`config.mk`:
```
export PLATFORM = sky130hd
export DESIGN_NAME = commit_trace_tx_flat
export DESIGN_NICKNAME = d
export VERILOG_FILES = /design/src/rtl/commit_trace_tx_if.sv /design/src/rtl/commit_trace_tx.sv /design/src/flat_wrapper.sv
export SDC_FILE = /design/constraint.sdc
export NUM_CORES = 1
export LEC_CHECK = 0
export ABC_CLOCK_PERIOD_IN_PS = 39700
export CAP_MARGIN = 15
export CORE_ASPECT_RATIO = 0.8
export CORE_MARGIN = 2
export CORE_UTILIZATION = 25
export CTS_CLUSTER_DIAMETER = 40
export CTS_CLUSTER_SIZE = 14
export DETAILED_ROUTE_END_ITERATION = 10
export GPL_TIMING_DRIVEN = 0
export PLACE_DENSITY = 0.5
export SYNTH_ARGS = -nofsm -noshare
export SYNTH_HDL_FRONTEND = slang
export SYNTH_SLANG_ARGS = --single-unit
```
`constraint.sdc`:
```
create_clock -name clk -period 39.7 [get_ports clk]
set_input_delay 3.97 -clock clk [delete_from_list [all_inputs] [get_ports clk]]
set_output_delay 3.97 -clock clk [all_outputs]
set_load 0.05 [all_outputs]
```
`src/rtl/commit_trace_tx_if.sv`:
```
// Commit-trace bus: the retired-instruction record coming in from the core
// and the byte stream going out to the trace reader.
// master = environment (core + reader), slave = commit_trace_tx.
interface commit_trace_tx_if;
  logic        commit_valid;
  logic [31:0] pc;
  logic [31:0] ins;
  logic [31:0] rd2;
  logic [31:0] wb;
  logic [7:0]  tx_data;
  logic        tx_valid;
  logic        tx_ready;

  modport master (
    output commit_valid, pc, ins, rd2, wb, tx_ready,
    input  tx_data, tx_valid
  );

  modport slave (
    input  commit_valid, pc, ins, rd2, wb, tx_ready,
    output tx_data, tx_valid
  );
endinterface

```
`src/rtl/commit_trace_tx.sv`:
```
// commit_trace_tx: captures one 128-bit record per retired instruction into a
// FIFO and sends each record as a byte frame (header + 16 payload bytes) over
// a valid/ready stream. Records arriving while the FIFO is full are dropped
// and counted.
// Optional build macro COMMIT_TRACE_CSUM_EN appends an XOR checksum byte.
module commit_trace_tx #(
  parameter int          DEPTH = 8,
  parameter logic [7:0]  HDR   = 8'hA5
) (
  input  logic                   clk,
  input  logic                   INT,
  commit_trace_tx_if.slave       tr,
  output logic [$clog2(DEPTH):0] fifo_count,
  output logic                   overflow,
  output logic [15:0]            drop_count
);
  localparam int             AW       = $clog2(DEPTH);
  localparam logic [AW:0]    FULL_CNT = (AW+1)'(DEPTH);

`ifdef COMMIT_TRACE_CSUM_EN
  typedef enum logic [1:0] {IDLE, HEAD, BODY, CSUM} state_t;
`else
  typedef enum logic [1:0] {IDLE, HEAD, BODY} state_t;
`endif

  state_t          state, state_d;
  logic [127:0]    mem [DEPTH];
  logic [AW-1:0]   wptr, rptr;
  logic [127:0]    shreg;
  logic [3:0]      idx;
  logic            full, pop, push, drop, xfer;
  logic [7:0]      txd;
  logic            txv;
`ifdef COMMIT_TRACE_CSUM_EN
  logic [7:0]      csum;
`endif

  assign full = (fifo_count == FULL_CNT);
  // Pop happens on the edge the FSM leaves IDLE; a full FIFO can still take
  // a push on that edge because a slot frees up at the same time.
  assign pop  = (state == IDLE) && (fifo_count != '0);
  assign push = tr.commit_valid && (!full || pop);
  assign drop = tr.commit_valid && full && !pop;
  assign xfer = txv && tr.tx_ready;

  assign tr.tx_data  = txd;
  assign tr.tx_valid = txv;

  // Record storage; no reset needed, occupancy is tracked by the pointers.
  always_ff @(posedge clk) begin
    if (!INT && push) mem[wptr] <= {tr.pc, tr.ins, tr.rd2, tr.wb};
  end

  // FIFO pointers, occupancy and drop accounting.
  always_ff @(posedge clk) begin
    if (INT) begin
      wptr       <= '0;
      rptr       <= '0;
      fifo_count <= '0;
      overflow   <= 1'b0;
      drop_count <= '0;
    end else begin
      if (push) wptr <= wptr + 1'b1;
      if (pop)  rptr <= rptr + 1'b1;
      case ({push, pop})
        2'b10:   fifo_count <= fifo_count + 1'b1;
        2'b01:   fifo_count <= fifo_count - 1'b1;
        default: ;
      endcase
      if (drop) begin
        overflow <= 1'b1;
        if (drop_count != 16'hFFFF) drop_count <= drop_count + 16'd1;
      end
    end
  end

  // FSM state register.
  always_ff @(posedge clk) begin
    if (INT) state <= IDLE;
    else     state <= state_d;
  end

  // Frame shift register and byte index; the head record is copied out so
  // the FIFO is free to keep accepting commits during the frame.
  always_ff @(posedge clk) begin
    if (INT) begin
      shreg <= '0;
      idx   <= '0;
    end else if (pop) begin
      shreg <= mem[rptr];
      idx   <= '0;
    end else if (xfer && state == BODY) begin
      shreg <= {shreg[119:0], 8'h00};
      idx   <= idx + 4'd1;
    end
  end

`ifdef COMMIT_TRACE_CSUM_EN
  // Running XOR of payload bytes as they leave.
  always_ff @(posedge clk) begin
    if (INT || pop)                  csum <= '0;
    else if (xfer && state == BODY)  csum <= csum ^ shreg[127:120];
  end
`endif

  // Next state and stream outputs; outputs depend only on state so tx_data
  // stays put while the reader stalls.
  always_comb begin
    state_d = state;
    txv     = 1'b0;
    txd     = 8'h00;
    case (state)
      IDLE: if (fifo_count != '0) state_d = HEAD;
      HEAD: begin
        txv = 1'b1;
        txd = HDR;
        if (tr.tx_ready) state_d = BODY;
      end
      BODY: begin
        txv = 1'b1;
        txd = shreg[127:120];
`ifdef COMMIT_TRACE_CSUM_EN
        if (tr.tx_ready && idx == 4'd15) state_d = CSUM;
`else
        if (tr.tx_ready && idx == 4'd15) state_d = IDLE;
`endif
      end
`ifdef COMMIT_TRACE_CSUM_EN
      CSUM: begin
        txv = 1'b1;
        txd = csum;
        if (tr.tx_ready) state_d = IDLE;
      end
`endif
      default: state_d = IDLE;
    endcase
  end
endmodule

```
`src/flat_wrapper.sv`:
```
// flat-port wrapper written by rule: the top's interface ports become plain ports
module commit_trace_tx_flat 
#(
  parameter int          DEPTH = 8,
  parameter logic [7:0]  HDR   = 8'hA5
)
  (clk, INT, fifo_count, overflow, drop_count, tr_commit_valid, tr_pc, tr_ins, tr_rd2, tr_wb, tr_tx_ready, tr_tx_data, tr_tx_valid);
  commit_trace_tx_if tr_i ();
  input  logic clk;
  input  logic INT;
  output logic [$clog2(DEPTH):0] fifo_count;
  output logic overflow;
  output logic [15:0] drop_count;
  input wire logic [$bits(tr_i.commit_valid)-1:0] tr_commit_valid;
  input wire logic [$bits(tr_i.pc)-1:0] tr_pc;
  input wire logic [$bits(tr_i.ins)-1:0] tr_ins;
  input wire logic [$bits(tr_i.rd2)-1:0] tr_rd2;
  input wire logic [$bits(tr_i.wb)-1:0] tr_wb;
  input wire logic [$bits(tr_i.tx_ready)-1:0] tr_tx_ready;
  output wire logic [$bits(tr_i.tx_data)-1:0] tr_tx_data;
  output wire logic [$bits(tr_i.tx_valid)-1:0] tr_tx_valid;
  assign tr_i.commit_valid = tr_commit_valid;
  assign tr_i.pc = tr_pc;
  assign tr_i.ins = tr_ins;
  assign tr_i.rd2 = tr_rd2;
  assign tr_i.wb = tr_wb;
  assign tr_i.tx_ready = tr_tx_ready;
  assign tr_tx_data = tr_i.tx_data;
  assign tr_tx_valid = tr_i.tx_valid;
  commit_trace_tx #(.DEPTH(DEPTH), .HDR(HDR)) u_core (.clk(clk), .INT(INT), .tr(tr_i), .fifo_count(fifo_count), .overflow(overflow), .drop_count(drop_count));
endmodule
```
## After elaboration in Yosys (flattened, before gate mapping)

Memories as Yosys holds them, arrays and structs flattened. A register that Yosys moved wholly into a read port is not among the register bits.
Index checks and enable logic that the tools add are counted.
Widths: inputs -> output; s select.

| storage, ports and cells | value |
|---|---|
| latch bits | 0 |
| register bits | 161 |
| RAM bits | 1024 |
| output and inout port bits | 30 |
| memory bits (read-only) | 0 |
| logic and storage cells | 58 |
| memories | 1 |

Memories:

| memory | words | width | rd ports | clocked after Yosys merged registers in | wr ports | line | RTL |
|---|---|---|---|---|---|---|---|
| u_core.mem | 8 | 128 | 1 | 1 | 1 | commit_trace_tx.sv:27 | `logic [127:0] mem [DEPTH];` |

| cells by class | value |
|---|---|
| magnitude comparators | 0 |
| reduce and logical (&&, ||, !) cells | 20 |
| equal/unequal tests | 10 |
| bitwise gates (word level) | 0 |
| div/mod/pow operators | 0 |
| add/subtract/negate cells | 6 |
| multiply operators | 0 |
| shift operators | 0 |
| muxes and demuxes | 13 |

Operators with widths:

| operator | count |
|---|---|
| $mux 128 | 2 |
| $add 16x1->16 const B | 1 |
| $ne 16x16->1 const B | 1 |
| $pmux 8 s2 | 1 |
| $add 4x1->4 const B | 2 |
| $eq 4x4->1 const B | 2 |
| $logic_and 1x1->1 | 8 |
| $pmux 4 s2 | 1 |
| $add 3x1->3 const B | 2 |
| $mux 2 | 3 |
| $mux 3 | 2 |
| $ne 2x2->1 const B | 3 |
| $pmux 2 s3 | 1 |
| $eq 2x1->1 const B | 2 |
| $eq 2x2->1 const B | 2 |
| $reduce_bool 2->1 | 2 |
| $reduce_bool 4->1 | 1 |
| $reduce_or 2->1 | 2 |
| $sub 4x1->4 const B | 1 |
| $logic_not 1->1 | 3 |
| $mux 1 | 3 |
| $reduce_and 3->1 | 1 |
| $logic_not 2->1 | 1 |
| $reduce_and 2->1 | 1 |
| $logic_or 1x1->1 | 1 |

## Longest topological paths before layout

| depth | value |
|---|---|
| depth in word-level cells | 7 |
| depth in mapped cells | 10 |
| gate-level depth less buffers | 10 |

## Least setup slack after synthesis

Ideal clock, no wire load.

| timing path | value |
|---|---|
| path kind | input to register |
| start point | input port INT |
| end point | memory u_core.mem[4][0] (enable) |
| data required time | 38.727 ns |
| path buffers | 2 |
| setup slack | 21.320 ns |
| stages | 3 |
| setup time | 0.973 ns |
| arrival time | 17.407 ns |
| cells stage by stage | clkbuf_1 clkbuf_1 nor4b_1 |

| on the way | value |
|---|---|
| cells in the longest elaborated chain, start to end | 4 |

Ends and longest elaborated chain:

| element | line | RTL |
|---|---|---|
| start: declaration | flat_wrapper.sv:10 | `input logic INT;` |
| $logic_not 1->1 | commit_trace_tx.sv:51 | `if (!INT && push) mem[wptr] <= {tr.pc, tr.ins, tr.rd2, tr.wb};` |
| $logic_and 1x1->1 | commit_trace_tx.sv:51 |  |
| $mux 1 | commit_trace_tx.sv:51 |  |
| $mux 1 (implied by the code) | commit_trace_tx.sv:51 |  |
| end: declaration | commit_trace_tx.sv:27 |  |

No other way between the ends.

## Worst setup path after layout

| timing path | value |
|---|---|
| start point | register u_core.state[0] |
| end point | output port tr_tx_data[5] |

| on the way | value |
|---|---|
| cells in the longest elaborated chain, start to end | 2 |
| elaborated cells on any way between the ends | 3 |
| classes of those cells | 2 x eq/ne; 1 x mux |

Ends and longest elaborated chain:

| element | line | RTL |
|---|---|---|
| start: declaration | commit_trace_tx.sv:26 | `state_t state, state_d;` |
| start signal: assignment | commit_trace_tx.sv:80 | `else state <= state_d;` |
| $eq 2x2->1 or $eq 2x1->1 (tied branches) | commit_trace_tx.sv:112 | `case (state)` |
| $pmux 8 s2 * | commit_trace_tx.sv:112 |  |
| end: declaration | flat_wrapper.sv:20 | `output wire logic [$bits(tr_i.tx_data)-1:0] tr_tx_data;` |

Mark *: on every way between the ends. The rest lies on a longest branch, timed or not.

==> impl_metrics.tcl <==
set metrics [dict create \
    outcome "completed" \
    clk_pin_slew_ps 60 \
    p_clk_frac 0.410 \
    synth-edff-count 1024 \
    slew_viol_final 0 \
    syn_nets 2509 \
    overflow 0 \
    hold_class "flip-flop to flip-flop" \
    synth_cells 2367 \
    ctsRootBufferMaster "clkbuf_16" \
    r2r-start "u_core.state[1]" \
    cp.required_ps 35730 \
    ys.flop_type "edfxtp_1" \
    yosys-top-cells-area "edfxtp_1 68%, mux4_2 13%, dfxtp_1 7.2%" \
    gr-usage-met2 0.2081 \
    dr.pass1.iters 7 \
    gp_congestion 0.7604 \
    io_buffer_count 160 \
    ctsHtreeMaxLevel 4 \
    switching_share 0.2826 \
    cp-start-kind "flip-flop" \
    p_total_mw 3.547 \
    p_per_area_nw_per_um2 62.20 \
    ys_seq_elements 1188 \
    syn_area_um2 45320 \
    critPathTopFamily "buffers and inverters" \
    pwr-share-comb 0.179 \
    grt_setup_unrepaired "false" \
    grt_max_degree 25 \
    drt_iter0_drc 2215 \
    fin_tns_setup_ps 0 \
    p_sw_mw 1.002 \
    hpwlAfterDp_mm 87.66 \
    start_util 0.2520 \
    drive_gt1_frac 0.2506 \
    yosys_warnings 0 \
    layout_commonest_cell "edfxtp_1" \
    startpoint "u_core.state[0]" \
    busiest_layer "met2" \
    post-place-ws_ps 32240 \
    track_usage 0.1327 \
    ff2ff_setup_slack_ps 35960 \
    postCtsSetupBuffers 0 \
    grt_pass1_wl_mm 178.2 \
    worst_pin_slew_ps 1054 \
    r2r_end "u_core.mem[1][27]" \
    slowest_stage "clkdlybuf4s50_1" \
    cts_buffers 154 \
    grt_pass1_vias 24470 \
    hold_ws_ps 478.3 \
    cts_tree "yes" \
    crit_fanout 11 \
    power.leakage_nw 17.94 \
    hold_violations 0 \
    coreArea_um2 179800 \
    max_freq_ghz 0.1388 \
    path_class "flip-flop to output port" \
    use_met1 0.1804 \
    clockBufferDepth 3 \
    die_area_um2 184700 \
    fin_nets 2991 \
    slew_headroom 0.2916 \
    syn_avg_cell_area_um2 19.15 \
    layout_setup_ws_ps 32500 \
    ff2ff_path_depth 10 \
    yosysSeqAreaShare 0.7509 \
    antenna_found_initial 50 \
    slowest_delay_ps 900 \
    synth.distinct_cells 51 \
    cts_sinks 1188 \
    p_seq_frac 0.411 \
    cts_resized 0 \
    synth_top_area_share 0.6784 \
    critical_path.endpoint "tr_tx_data[5]" \
    cp-end-kind "output port" \
    ios 162 \
    finalSetupViolCount 0 \
    drcViolationCount 0 \
    path_buf_inv 2 \
    syn2layout_area_growth_pct 25.81 \
    synth-async-reset-ratio 0 \
    cp.depth 4 \
    drt-total-wl_mm 123.7 \
    max-vdd-ir-drop_uv 32.70 \
    insertion_delay_ps 800 \
    die_y_um 384.8 \
    finalClockSkew_ps 54.21 \
    cts.hold.buffers_added 0 \
    routed_via_density 4.507 \
    p_int_mw 2.545 \
    final_cell_mix "1024 x edfxtp_1, 256 x mux4_2, 228 x nand2_1" \
    grtUsageMet3 0.03731 \
    std_cell_rows 139 \
    routedWlPerCell_um 22.98 \
    dr_total_vias 24260 \
    drtAntennaViolNets 0 \
    die_w_um 480.1 \
    crit_path_cell_trace "inv_1, ha_1, nor2b_1, clkdlybuf4s50_1" \
    critPathArrivalTime_ps 3230 \
    drv_cap 0 \
    fin_crit_ps 7204 \
    yosysTopAreaCell "edfxtp_1" \
    period_share 0.1815 \
]
[power groups by stage]
stage	registers (mW)	clock network, mW	logic [mW]
2_1_floorplan	1.47	0	0.406
3_3_place_gp	1.50	0	0.635
3_5_place_dp	1.48	0	0.644
4_1_cts	1.46	1.49	0.646
5_1_grt	1.46	1.54	0.686
6_report	1.46	1.45	0.635
[through the flow]
step | std cells | cell area (um2) | utilization
after floorplan | 2367 | 45320 | -
after global placement | 4924 | 49930 | 0.2776
after detailed placement | 5089 | 51500 | 0.2864
after CTS | 5377 | 57010 | 0.3170
after global routing | 5378 | 57010 | 0.3170
final | 5383 | 57020 | 0.3171
[layer usage]
| layer | wire length [um] | share of wire |
|---|---|---|
| met5 | 264 | 0.0021 |
| met3 | 8262 | 0.067 |
| met1 | 54780 | 0.44 |
| met4 | 2473 | 0.020 |
| met2 | 57940 | 0.47 |
[state kept, by name (all words and copies together), names as in the netlist, named ones only]
signal and flops:
u_core.drop_count 16, u_core.fifo_count 4, u_core.idx 4, u_core.mem 1024, u_core.overflow 1, u_core.rptr 3
u_core.shreg 128, u_core.state 2, u_core.wptr 3
[worst reg2reg max path: cells and delay by family, from the launching register on]
| kind | cells | cell delay, ps |
|---|---|---|
| buf+inv | 6 | 1140 |
| simple gates | 2 | 1130 |
| compound gates | 1 | 490 |
| fa+ha+maj | 1 | 380 |
| flops | 1 | 330 |
[Yosys cell counts (15+ instances only)]
| cell type | instances |
|---|---|
| a211oi_1 | 105 |
| a311oi_1 | 105 |
| buf_2 | 36 |
| clkbuf_1 | 103 |
| dfxtp_1 | 164 |
| edfxtp_1 | 1024 |
| mux2i_1 | 46 |
| mux4_2 | 256 |
| nand2_1 | 228 |
| nor2_1 | 35 |
| nor2b_1 | 109 |
| o22ai_1 | 15 |
| xor2_1 | 15 |
[logic make-up after synthesis]
family	share of synthesized area
buf+inv	0.01549
compound gates	0.04547
xor+xnor	0.003285
mux	0.1374
simple gates	0.04478
fa+ha+maj	0.002761
flops	0.7509
[worst min-delay path by stage]
stage	from	endpoint	slack, ps	cells past startpoint
5_1_grt	u_core.shreg[1]	u_core.shreg[1]	500	2
2_1_floorplan	u_core.shreg[0]	u_core.shreg[0]	420	2
3_5_place_dp	u_core.shreg[1]	u_core.shreg[1]	450	2
4_1_cts	u_core.shreg[1]	u_core.shreg[1]	480	2
6_report	u_core.idx[1]	u_core.idx[1]	480	2
3_3_place_gp	u_core.shreg[1]	u_core.shreg[1]	450	2
[cell type report]
cell class	instances	area, um2
Antenna cell	5	12.51
Sequential cell	1188	34030
Multi-Input combinational cell	1014	10640
Buffer	161	686.9
Timing Repair Buffer	326	3124
Fill cell	17420	122800
Clock buffer	175	4015
Clock inverter	113	1495
Inverter	4	15.01
Tap cell	2397	2999
(Power assumes the default switching activity.)
